File: src/rtl/memory_interface_pkg.sv
// Shared definitions for the memory interface: funct3 access codes, FSM state
// encoding and the reset-time NOP instruction.
package memory_interface_pkg;

   localparam logic [2:0] F3_LB  = 3'b000;
   localparam logic [2:0] F3_LH  = 3'b001;
   localparam logic [2:0] F3_LW  = 3'b010;
   localparam logic [2:0] F3_LBU = 3'b100;
   localparam logic [2:0] F3_LHU = 3'b101;
   localparam logic [2:0] F3_SB  = 3'b000;
   localparam logic [2:0] F3_SH  = 3'b001;
   localparam logic [2:0] F3_SW  = 3'b010;

   localparam logic [31:0] NOP_INSTR = 32'h0000_0013;

   typedef enum logic [1:0] {
      ST_IDLE = 2'd0,
      ST_REQ  = 2'd1,
      ST_DONE = 2'd2
   } state_t;

endpackage

File: src/rtl/memory_interface_align.sv
// Byte-lane helper: store strobes and replicated write data, load extension
// and the alignment check for a given access size and byte offset.
module lsu_align
   import memory_interface_pkg::*;
(
   input  logic [2:0]  funct3,
   input  logic [1:0]  off,
   input  logic [31:0] write_data,
   input  logic [31:0] bus_rdata,
   output logic [3:0]  wstrb,
   output logic [31:0] wdata,
   output logic [31:0] load_data,
   output logic        misaligned
);

   logic [7:0]  byte_s;
   logic [15:0] half_s;

   // Load lane selection and sign/zero extension
   always_comb begin
      case (off)
         2'd0:    byte_s = bus_rdata[7:0];
         2'd1:    byte_s = bus_rdata[15:8];
         2'd2:    byte_s = bus_rdata[23:16];
         2'd3:    byte_s = bus_rdata[31:24];
         default: byte_s = bus_rdata[7:0];
      endcase
      half_s = off[1] ? bus_rdata[31:16] : bus_rdata[15:0];
      case (funct3)
         F3_LB:   load_data = {{24{byte_s[7]}}, byte_s};
         F3_LBU:  load_data = {24'd0, byte_s};
         F3_LH:   load_data = {{16{half_s[15]}}, half_s};
         F3_LHU:  load_data = {16'd0, half_s};
         default: load_data = bus_rdata;
      endcase
   end

   // Store lanes and alignment; size comes from funct3[1:0] for loads and stores alike
   always_comb begin
      case (funct3[1:0])
         F3_SB[1:0]: begin
            wstrb      = 4'b0001 << off;
            wdata      = {4{write_data[7:0]}};
            misaligned = 1'b0;
         end
         F3_SH[1:0]: begin
            wstrb      = 4'b0011 << off;
            wdata      = {2{write_data[15:0]}};
            misaligned = off[0];
         end
         F3_SW[1:0]: begin
            wstrb      = 4'b1111;
            wdata      = write_data;
            misaligned = (off != 2'b00);
         end
         default: begin
            wstrb      = 4'b1111;
            wdata      = write_data;
            misaligned = (off != 2'b00);
         end
      endcase
   end

endmodule

File: src/rtl/memory_interface.sv
// Converts one-cycle fetch/load/store strobes from the control unit into a
// valid/ready bus transaction and holds instr, old_pc and load data.
module memory_interface
   import memory_interface_pkg::*;
#(
   parameter int unsigned TIMEOUT     = 255,
   parameter logic [31:0] RESET_INSTR = NOP_INSTR
) (
   input  logic        clk,
   input  logic        reset,
   input  logic        access_valid,
   input  logic        adrsource,
   input  logic        memwrite,
   input  logic        irwrite,
   input  logic [2:0]  funct3,
   input  logic [31:0] pc,
   input  logic [31:0] alu_result,
   input  logic [31:0] write_data,
   output logic        bus_valid,
   output logic        bus_we,
   output logic [31:0] bus_addr,
   output logic [31:0] bus_wdata,
   output logic [3:0]  bus_wstrb,
   input  logic [31:0] bus_rdata,
   input  logic        bus_ready,
   output logic [31:0] instr,
   output logic [31:0] old_pc,
   output logic [31:0] data,
   output logic        busy,
   output logic        done,
   output logic        misaligned,
   output logic        bus_error
);

   state_t      state_r, state_n;
   logic [31:0] addr_s;
   logic [2:0]  req_funct3_s;
   logic [2:0]  al_funct3_s;
   logic [1:0]  al_off_s;
   logic [3:0]  al_wstrb_s;
   logic [31:0] al_wdata_s, al_load_s;
   logic        al_mis_s;
   logic        accept_s, capture_s, timeout_s;

   logic [2:0]  funct3_r;
   logic [1:0]  off_r;
   logic        memwrite_r, irwrite_r;
   logic [31:0] pend_pc_r, count_r;
   logic        bus_valid_r, bus_we_r, busy_r, done_r, misaligned_r, bus_error_r;
   logic [31:0] bus_addr_r, bus_wdata_r, instr_r, old_pc_r, data_r;
   logic [3:0]  bus_wstrb_r;

   // Request decode; the aligner sees live request fields in IDLE, held fields otherwise
   always_comb begin
      addr_s       = adrsource ? alu_result : pc;
      req_funct3_s = (irwrite && !memwrite) ? F3_LW : funct3;
      if (state_r == ST_IDLE) begin
         al_funct3_s = req_funct3_s;
         al_off_s    = addr_s[1:0];
      end else begin
         al_funct3_s = funct3_r;
         al_off_s    = off_r;
      end
   end

   lsu_align u_align (
      .funct3     (al_funct3_s),
      .off        (al_off_s),
      .write_data (write_data),
      .bus_rdata  (bus_rdata),
      .wstrb      (al_wstrb_s),
      .wdata      (al_wdata_s),
      .load_data  (al_load_s),
      .misaligned (al_mis_s)
   );

   // Next-state logic
   always_comb begin
      state_n   = state_r;
      accept_s  = 1'b0;
      capture_s = 1'b0;
      timeout_s = 1'b0;
      case (state_r)
         ST_IDLE: begin
            if (access_valid) begin
               accept_s = 1'b1;
               state_n  = al_mis_s ? ST_DONE : ST_REQ;
            end else begin
               state_n = ST_IDLE;
            end
         end
         ST_REQ: begin
            if (bus_ready) begin
               capture_s = !memwrite_r;
               state_n   = ST_DONE;
            end else if ((TIMEOUT != 32'd0) && (count_r + 32'd1 == TIMEOUT)) begin
               timeout_s = 1'b1;
               state_n   = ST_DONE;
            end else begin
               state_n = ST_REQ;
            end
         end
         ST_DONE: state_n = ST_IDLE;
         default: state_n = ST_IDLE;
      endcase
   end

   // State, bus outputs and captured results
   always_ff @(posedge clk or negedge reset) begin
      if (!reset) begin
         state_r      <= ST_IDLE;
         bus_valid_r  <= 1'b0;
         bus_we_r     <= 1'b0;
         bus_wstrb_r  <= 4'b0000;
         bus_addr_r   <= 32'd0;
         bus_wdata_r  <= 32'd0;
         busy_r       <= 1'b0;
         done_r       <= 1'b0;
         misaligned_r <= 1'b0;
         bus_error_r  <= 1'b0;
         instr_r      <= RESET_INSTR;
         old_pc_r     <= 32'd0;
         data_r       <= 32'd0;
         funct3_r     <= 3'd0;
         off_r        <= 2'd0;
         memwrite_r   <= 1'b0;
         irwrite_r    <= 1'b0;
         pend_pc_r    <= 32'd0;
         count_r      <= 32'd0;
      end else begin
         state_r     <= state_n;
         bus_valid_r <= (state_n == ST_REQ);
         done_r      <= (state_n == ST_DONE);
         busy_r      <= (state_n != ST_IDLE);
         if (accept_s) begin
            bus_addr_r   <= {addr_s[31:2], 2'b00};
            bus_we_r     <= memwrite && !al_mis_s;
            bus_wstrb_r  <= (memwrite && !al_mis_s) ? al_wstrb_s : 4'b0000;
            bus_wdata_r  <= memwrite ? al_wdata_s : 32'd0;
            funct3_r     <= req_funct3_s;
            off_r        <= addr_s[1:0];
            memwrite_r   <= memwrite;
            irwrite_r    <= irwrite;
            pend_pc_r    <= pc;
            misaligned_r <= al_mis_s;
            bus_error_r  <= 1'b0;
            count_r      <= 32'd0;
         end else if (state_r == ST_REQ) begin
            if (state_n != ST_REQ) begin
               bus_we_r    <= 1'b0;
               bus_wstrb_r <= 4'b0000;
            end
            if (capture_s) begin
               if (irwrite_r) begin
                  instr_r  <= bus_rdata;
                  old_pc_r <= pend_pc_r;
               end else begin
                  data_r <= al_load_s;
               end
            end
            if (timeout_s) begin
               bus_error_r <= 1'b1;
            end
            if (!bus_ready) begin
               count_r <= count_r + 32'd1;
            end
         end
      end
   end

   assign bus_valid  = bus_valid_r;
   assign bus_we     = bus_we_r;
   assign bus_addr   = bus_addr_r;
   assign bus_wdata  = bus_wdata_r;
   assign bus_wstrb  = bus_wstrb_r;
   assign instr      = instr_r;
   assign old_pc     = old_pc_r;
   assign data       = data_r;
   assign busy       = busy_r;
   assign done       = done_r;
   assign misaligned = misaligned_r;
   assign bus_error  = bus_error_r;

endmodule

File: config.mk
export PLATFORM = sky130hd
export DESIGN_NAME = memory_interface
export DESIGN_NICKNAME = d
export VERILOG_FILES = /design/src/rtl/memory_interface_pkg.sv /design/src/rtl/memory_interface_align.sv /design/src/rtl/memory_interface.sv
export SDC_FILE = /design/constraint.sdc
export NUM_CORES = 1
export LEC_CHECK = 0
export ABC_AREA = 1
export CAP_MARGIN = 20
export CORE_MARGIN = 1.5
export CORE_UTILIZATION = 50
export DETAILED_ROUTE_END_ITERATION = 12
export DONT_BUFFER_PORTS = 1
export MAX_ROUTING_LAYER = met4
export PLACE_DENSITY_LB_ADDON = 0.25
export SLEW_MARGIN = 20
export SYNTH_ARGS = -nofsm -noshare
export SYNTH_HDL_FRONTEND = slang
export SYNTH_SLANG_ARGS = --single-unit
export TNS_END_PERCENT = 20
File: constraint.sdc
create_clock -name clk -period 2.4 [get_ports clk]
set_clock_uncertainty 0.15 [all_clocks]
set_input_delay 0.6 -clock clk [delete_from_list [all_inputs] [get_ports clk]]
set_output_delay 0.6 -clock clk [all_outputs]
set_load 0.02 [all_outputs]
# == Word level (Yosys, flattened, before mapping) ==
# Cells that the tools add are included.
# word_totals
ff_bits,241
input_bits,138
out_inout_bits,170
wordCells,92
# op_classes
add_sub_neg,1
eq_ne,13
n_shift,2
n_mux,36
bitwise_logic,2
reduce_logical,19
# ops
op,n
two-way mux 32 bit,5
one-hot mux 32 bit (4 select lines),1
one-hot mux 32 bit (2 select lines),1
adder 32 x 1 -> 32 bit (second input constant),1
== test 32 x 8 -> 1 bit (second input constant),1
one-hot mux 8 bit (4 select lines),1
two-way mux 16 bit,1
two-way mux 4 bit,4
two-way mux 1 bit,13
two-way mux 2 bit,5
nonzero test 2 bit,5
== test 2 x 1 -> 1 bit (second input constant),4
one-hot mux 4 bit (2 select lines),1
AND reduction 4 bit,2
== test 2 bit (second input constant),3
== test 3 bit (second input constant),2
logical NOT 2 bit,3
two-way mux 3 bit,2
AND reduction 2 bit,3
!= test 2 x 1 -> 1 bit (second input constant),2
one-hot mux 2 bit (2 select lines),1
left shift 1 x 2 -> 4 bit (first input constant),1
left shift 2 x 2 -> 4 bit (first input constant),1
== test 3 x 1 -> 1 bit (second input constant),1
other kinds (5),9

# == Depth between registers and ports, before layout ==
# logic_depth
ltp_word,13
mapped_depth,16
ltp_nobuf,16

# == By module ==
# A second synthesis with hierarchy kept.
# unflattened
cells_unflattened,1339
hier_area_um2,11848.9
# modules_own_cells
module,n_inst,cells_each,area_per_inst_um2,seq_area_each_um2
memory_interface,1,1077,10481.3,6034.5
lsu_align,1,262,1367.6,0.0

# == Least setup slack after synthesis ==
# OpenSTA, ideal clock, no wires.
# synth_timing
kind,input-to-reg
startpoint,input port adrsource
endpoint,register data_r[21] (netlist: data[21])
setup_ns,0.120
arrival_time_ns,1.940
required_ns,2.130
slack_ns,0.191
stages,13
path_buffers,3
cell_sequence,buf_2 o21ai_1 nand2_1 nand2_1 buf_4 nand2_1 nand3b_1 o211ai_2 nand3_2 buf_4 nand3_1 o21ai_0 inv_1
# synth_via
elab_chain_cells,5
word_cells_on_any_way,9
cone_classes,eq/ne: 3; mux: 5; reduce/logical: 1
# synth_rtl
item,line,source
from (decl),memory_interface.sv:12,"input logic adrsource,"
two-way mux 32 bit *,memory_interface.sv:55,addr_s = adrsource ? alu_result : pc;
two-way mux 2 bit *,memory_interface.sv:57,if (state_r == ST_IDLE) begin
== test 2 bit (tied with other cells),memory_interface_align.sv:21,case (off)
one-hot mux 8 bit (4 select lines),memory_interface_align.sv:21,
one-hot mux 32 bit (4 select lines) *,memory_interface_align.sv:29,case (funct3)
to (signal assigned),memory_interface.sv:158,data_r <= al_load_s;
to (decl),memory_interface.sv:50,"logic [31:0] bus_addr_r, bus_wdata_r, instr_r, old_pc_r, data_r;"
# Every way passes the cells marked *; elsewhere a longest branch is shown, timed or not.
# A chain may end at the register's enable or synchronous reset.

# == Final worst setup path ==
# layout_timing
startpoint,register count_r[1]
endpoint,register bus_wstrb_r[3] (netlist: bus_wstrb[3])
# layout_via
elab_chain_cells,8
# layout_rtl
item,line,source
from (decl),memory_interface.sv:48,"logic [31:0] pend_pc_r, count_r;"
from (signal assigned),memory_interface.sv:165,count_r <= count_r + 32'd1;
adder 32 x 1 -> 32 bit,memory_interface.sv:96,end else if ((TIMEOUT != 32'd0) && (count_r + 32'd1 == TIMEOUT)) begin
== test 32 x 8 -> 1 bit,memory_interface.sv:96,
two-way mux 2 bit,memory_interface.sv:96,
two-way mux 2 bit,memory_interface.sv:93,if (bus_ready) begin
one-hot mux 2 bit (2 select lines),memory_interface.sv:83,case (state_r)
!= test 2 x 1 -> 1 bit,memory_interface.sv:149,if (state_n != ST_REQ) begin
nonzero test 2 bit (no line),n/a,
AND reduction 2 bit (no line),n/a,
to (signal assigned),memory_interface.sv:138,bus_wstrb_r <= (memwrite && !al_mis_s) ? al_wstrb_s : 4'b0000;
to (decl),memory_interface.sv:51,logic [3:0] bus_wstrb_r;
# Every way passes these cells.

==> flow_summary.toml <==
[layout]
fillers = 2025
regArea_um2 = 6040
final_cells = 1719
fin_area_um2 = 13100
syn2layout_area_growth_pct = 15.4
drive_above_1_share_pct = 14.4
multi_input_area_um2 = 4650
fin_nets = 1551

[min_path]
hold_path_class = "in -> async"

[global_route]
grt_pass1_vias = 8968
grt_pass1_wl_um = 47700
grt.total_usage_pct = 25.8
antenna_found_initial = 3
grt_start_max_net_pins = 242
grt_overflow_total = 0

[clock_tree]
numCtsBuffers = 27
root_buffer = "clkbuf_16"
clock_latency_ns = 0.53
clkTransAtPathRegs_ns = 0.06
cts_tree = "done"
cts_max_level = 1
cts.sinks = 241
clockBufferDepth = 3

[synth]
yosys.area.top_type_share_pct = 52.4
synth_seq_area_share_pct = 53.1
synth-simple-area-share_pct = 21.2
synth_area_um2 = 11400
synth_fa_ha_area_share_pct = 0.220
synthMuxAreaShare_pct = 3.96
netlist_instances = 1386
synth_area_per_cell_um2 = 8.21
synth_top_area_cell = "dfrtp_1"
synth_xor_area_share_pct = 0.154
synth_area_leaders = "dfrtp_1 (52%), nand2_1 (14%), o21ai_0 (9.4%)"
ys_ff_latch = 241
synth_compound_area_share_pct = 13.8
synth_top_family_by_area = "simple AND/OR/NAND/NOR gates"
synth_cell_types = 36
ys_warn_count = 0

[timing]
grt_setup_unrepaired = "true"
worst_pin_slew_ns = 0.850
period_minus_slack_ns = 2.36
hold_viol = 238
timing.hold.ws_ns = -0.370
max_freq_mhz = 423
setup_viol = 0
post-route-period-util_pct = 98.4
slew_viol_final = 0
slew-limit-headroom_pct = 43.3

[die]
start_util_pct = 50.5
fp.dieH_um = 154
rows = 55
die_x_um = 154
num_io_pins = 308
core_um2 = 22500
dieArea_um2 = 23700

[placement]
gp_congestion = 0.929
io_buffers = 0
hpwl_um = 20700
dpl-instance-area_um2 = 11900
post-place-cells = 1650

[run_status]
violations = "negative hold slack"
status = "finished with violations"

[power_and_ir_drop]
p_per_area_nw_per_um2 = 1270
ir_drop_mv = 0.761
p_leak_nw = 6.52
p_total_mw = 16.7

[routing]
drc = 0
drtIter0Drc = 593
num_vias = 9399
avgViaCountPerCell = 5.47
wl_per_cell_um = 17.6
drt-total-wl_um = 30300
ant_nets = 0
drt_first_pass_iters = 6

[setup_path]
end_kind = "flip-flop"
cp_common_cell = "nand2_1"
critPathMaxStageDelay_ns = 0.42
crit_arrival_ns = 2.63
crit_path_cell_trace = "nand2_2, nor2_4, nand2_4, nor2_4, nand2_1, nand2_1, nand2_1, nor2_1, nand2_1, nor2_2, nand3_4, nand2_2, nand2_4, nand2_1, nand2_1"
path_max_fanout = 8
critPathKind = "reg -> reg"
cp.required_ns = 2.67
slowest_stage = "dfrtp_2"
critPathTopFamily = "simple AND/OR/NAND/NOR gates"
crit_buf_inv = 0
start_kind = "flip-flop"

[job]
drv_cap = 0
-- timing repair --
action	4_1_cts	5_1_grt
endpoints found under the setup margin	7	21
pin swaps	0	20
buffers inserted	0	17
hold endpoints to repair	241	241
resized for setup	1	44
-- synthesized netlist by cell type (all sizes together) --
cell type,number
xor2,2
nand3b,1
dfrtp,238
dfstp,3
inv,157
nand3,54
or2,1
a32o,6
o22ai,19
o2111ai,1
a31oi,3
o21ai,225
a211oi,7
nor2,107
ha,2
nand2,423
conb,1
a22o,8
a21oi,15
clkbuf,45
o211ai,3
buf,19
nand4,4
mux2,40
a21boi,2
-- metal layers --
metal / vias up / part of all wire, % / track usage, %
li1: 4511 / - / -
met1: 4539 / 42 / 32.4
met2: 284 / 48 / 40.8
met3: 65 / 7.2 / 7.02
met4: 0 / 3.1 / 8.09
met5: - / 0 / -
-- sequential cells by signal (all words and copies together), names as in the netlist, 2 cells and up --
name	count
bus_wdata	32
count_r	32
data	32
instr	32
old_pc	32
pend_pc_r	32
bus_addr	30
bus_wstrb	4
funct3_r	3
off_r	2
state_r	2
-- power breakdown --
group          switching (mW)  total, mW  internal, mW
logic                    2.27       3.85          1.57
registers                2.86       8.56          5.70
clock network            1.68       4.29          2.61
total                    6.81       16.7          9.89
-- metrics by stage --
stage / util [%] / setup TNS, ns / hold slack [ns] / worst slack [ns]
2_1_floorplan: - / 0 / 0.154 / 0.191
3_3_place_gp: 52.8 / -0.135 / 0.170 / -0.0237
3_5_place_dp: 52.8 / -0.334 / 0.170 / -0.0290
4_1_cts: 57.0 / 0 / -0.397 / 0.00790
5_1_grt: 58.3 / -1.03 / -0.393 / -0.134
6_report: 58.3 / 0 / -0.370 / 0.0375
-- kinds of logic (layout without fill, tap and decap cells) --
family | Yosys count | after routing
multiplexers | 40 | 40
other | 1 | 5
AO/OA/AOI/OAI | 289 | 289
AND/OR/NAND/NOR | 590 | 590
buffers and inverters | 221 | 265
XOR/XNOR | 2 | 2
adder cells (fa/ha/maj) | 2 | 2
flip-flops | 241 | 241
-- layout by cell type, fill, tap and decap left out, types with 3 or more instances in the layout --
cell,instances
nand2_1,404
dfrtp_1,236
o21ai_0,212
inv_1,150
nor2_1,83
buf_4,49
nand3_1,48
mux2_2,40
clkbuf_16,27
o22ai_1,19
a21oi_1,15
o21ai_1,13
nor2_2,13
nand2_2,12
nor2_4,10
a22o_1,8
buf_12,8
inv_2,7
a211oi_1,7
nand2_4,7
clkbuf_8,7
a32o_1,6
clkbuf_1,5
nand3_4,4
nand4_1,4
diode_2,3
a31oi_1,3
clkinv_2,3
bufinv_16,3
dfstp_2,3
-- final timing paths --
check | start | endpoint | slack (ns) | cells after the start
min | reset | pend_pc_r[2] | -0.37 | 0
max | count_r[1] | bus_wstrb[3] | 0.04 | 15
max in group asynchronous | reset | bus_addr[13] | 1.77 | 0
min reg2reg | pend_pc_r[18] | pend_pc_r[18] | 0.33 | 2
min in group clk | bus_rdata[1] | instr[1] | 0.05 | 2
max reg2reg | count_r[1] | bus_wstrb[3] | 0.04 | 15
-- worst register-to-register path: cells and delay by family (launching register included) --
family        cells  cell delay, ns
flops             1            0.42
simple gates     15            1.67
-- layout make-up --
class | instances | share of cell area, %
Clock buffer | 39 | 6.03
Inverter | 157 | 4.49
Multi-Input combinational cell | 925 | 35.4
Clock inverter | 10 | 1.07
Antenna cell | 3 | 0.0572
Tap cell | 285 | 2.72
Sequential cell | 241 | 46.0
Timing Repair Buffer | 59 | 4.20
No activity file was read; power rests on OpenSTA's default activity.
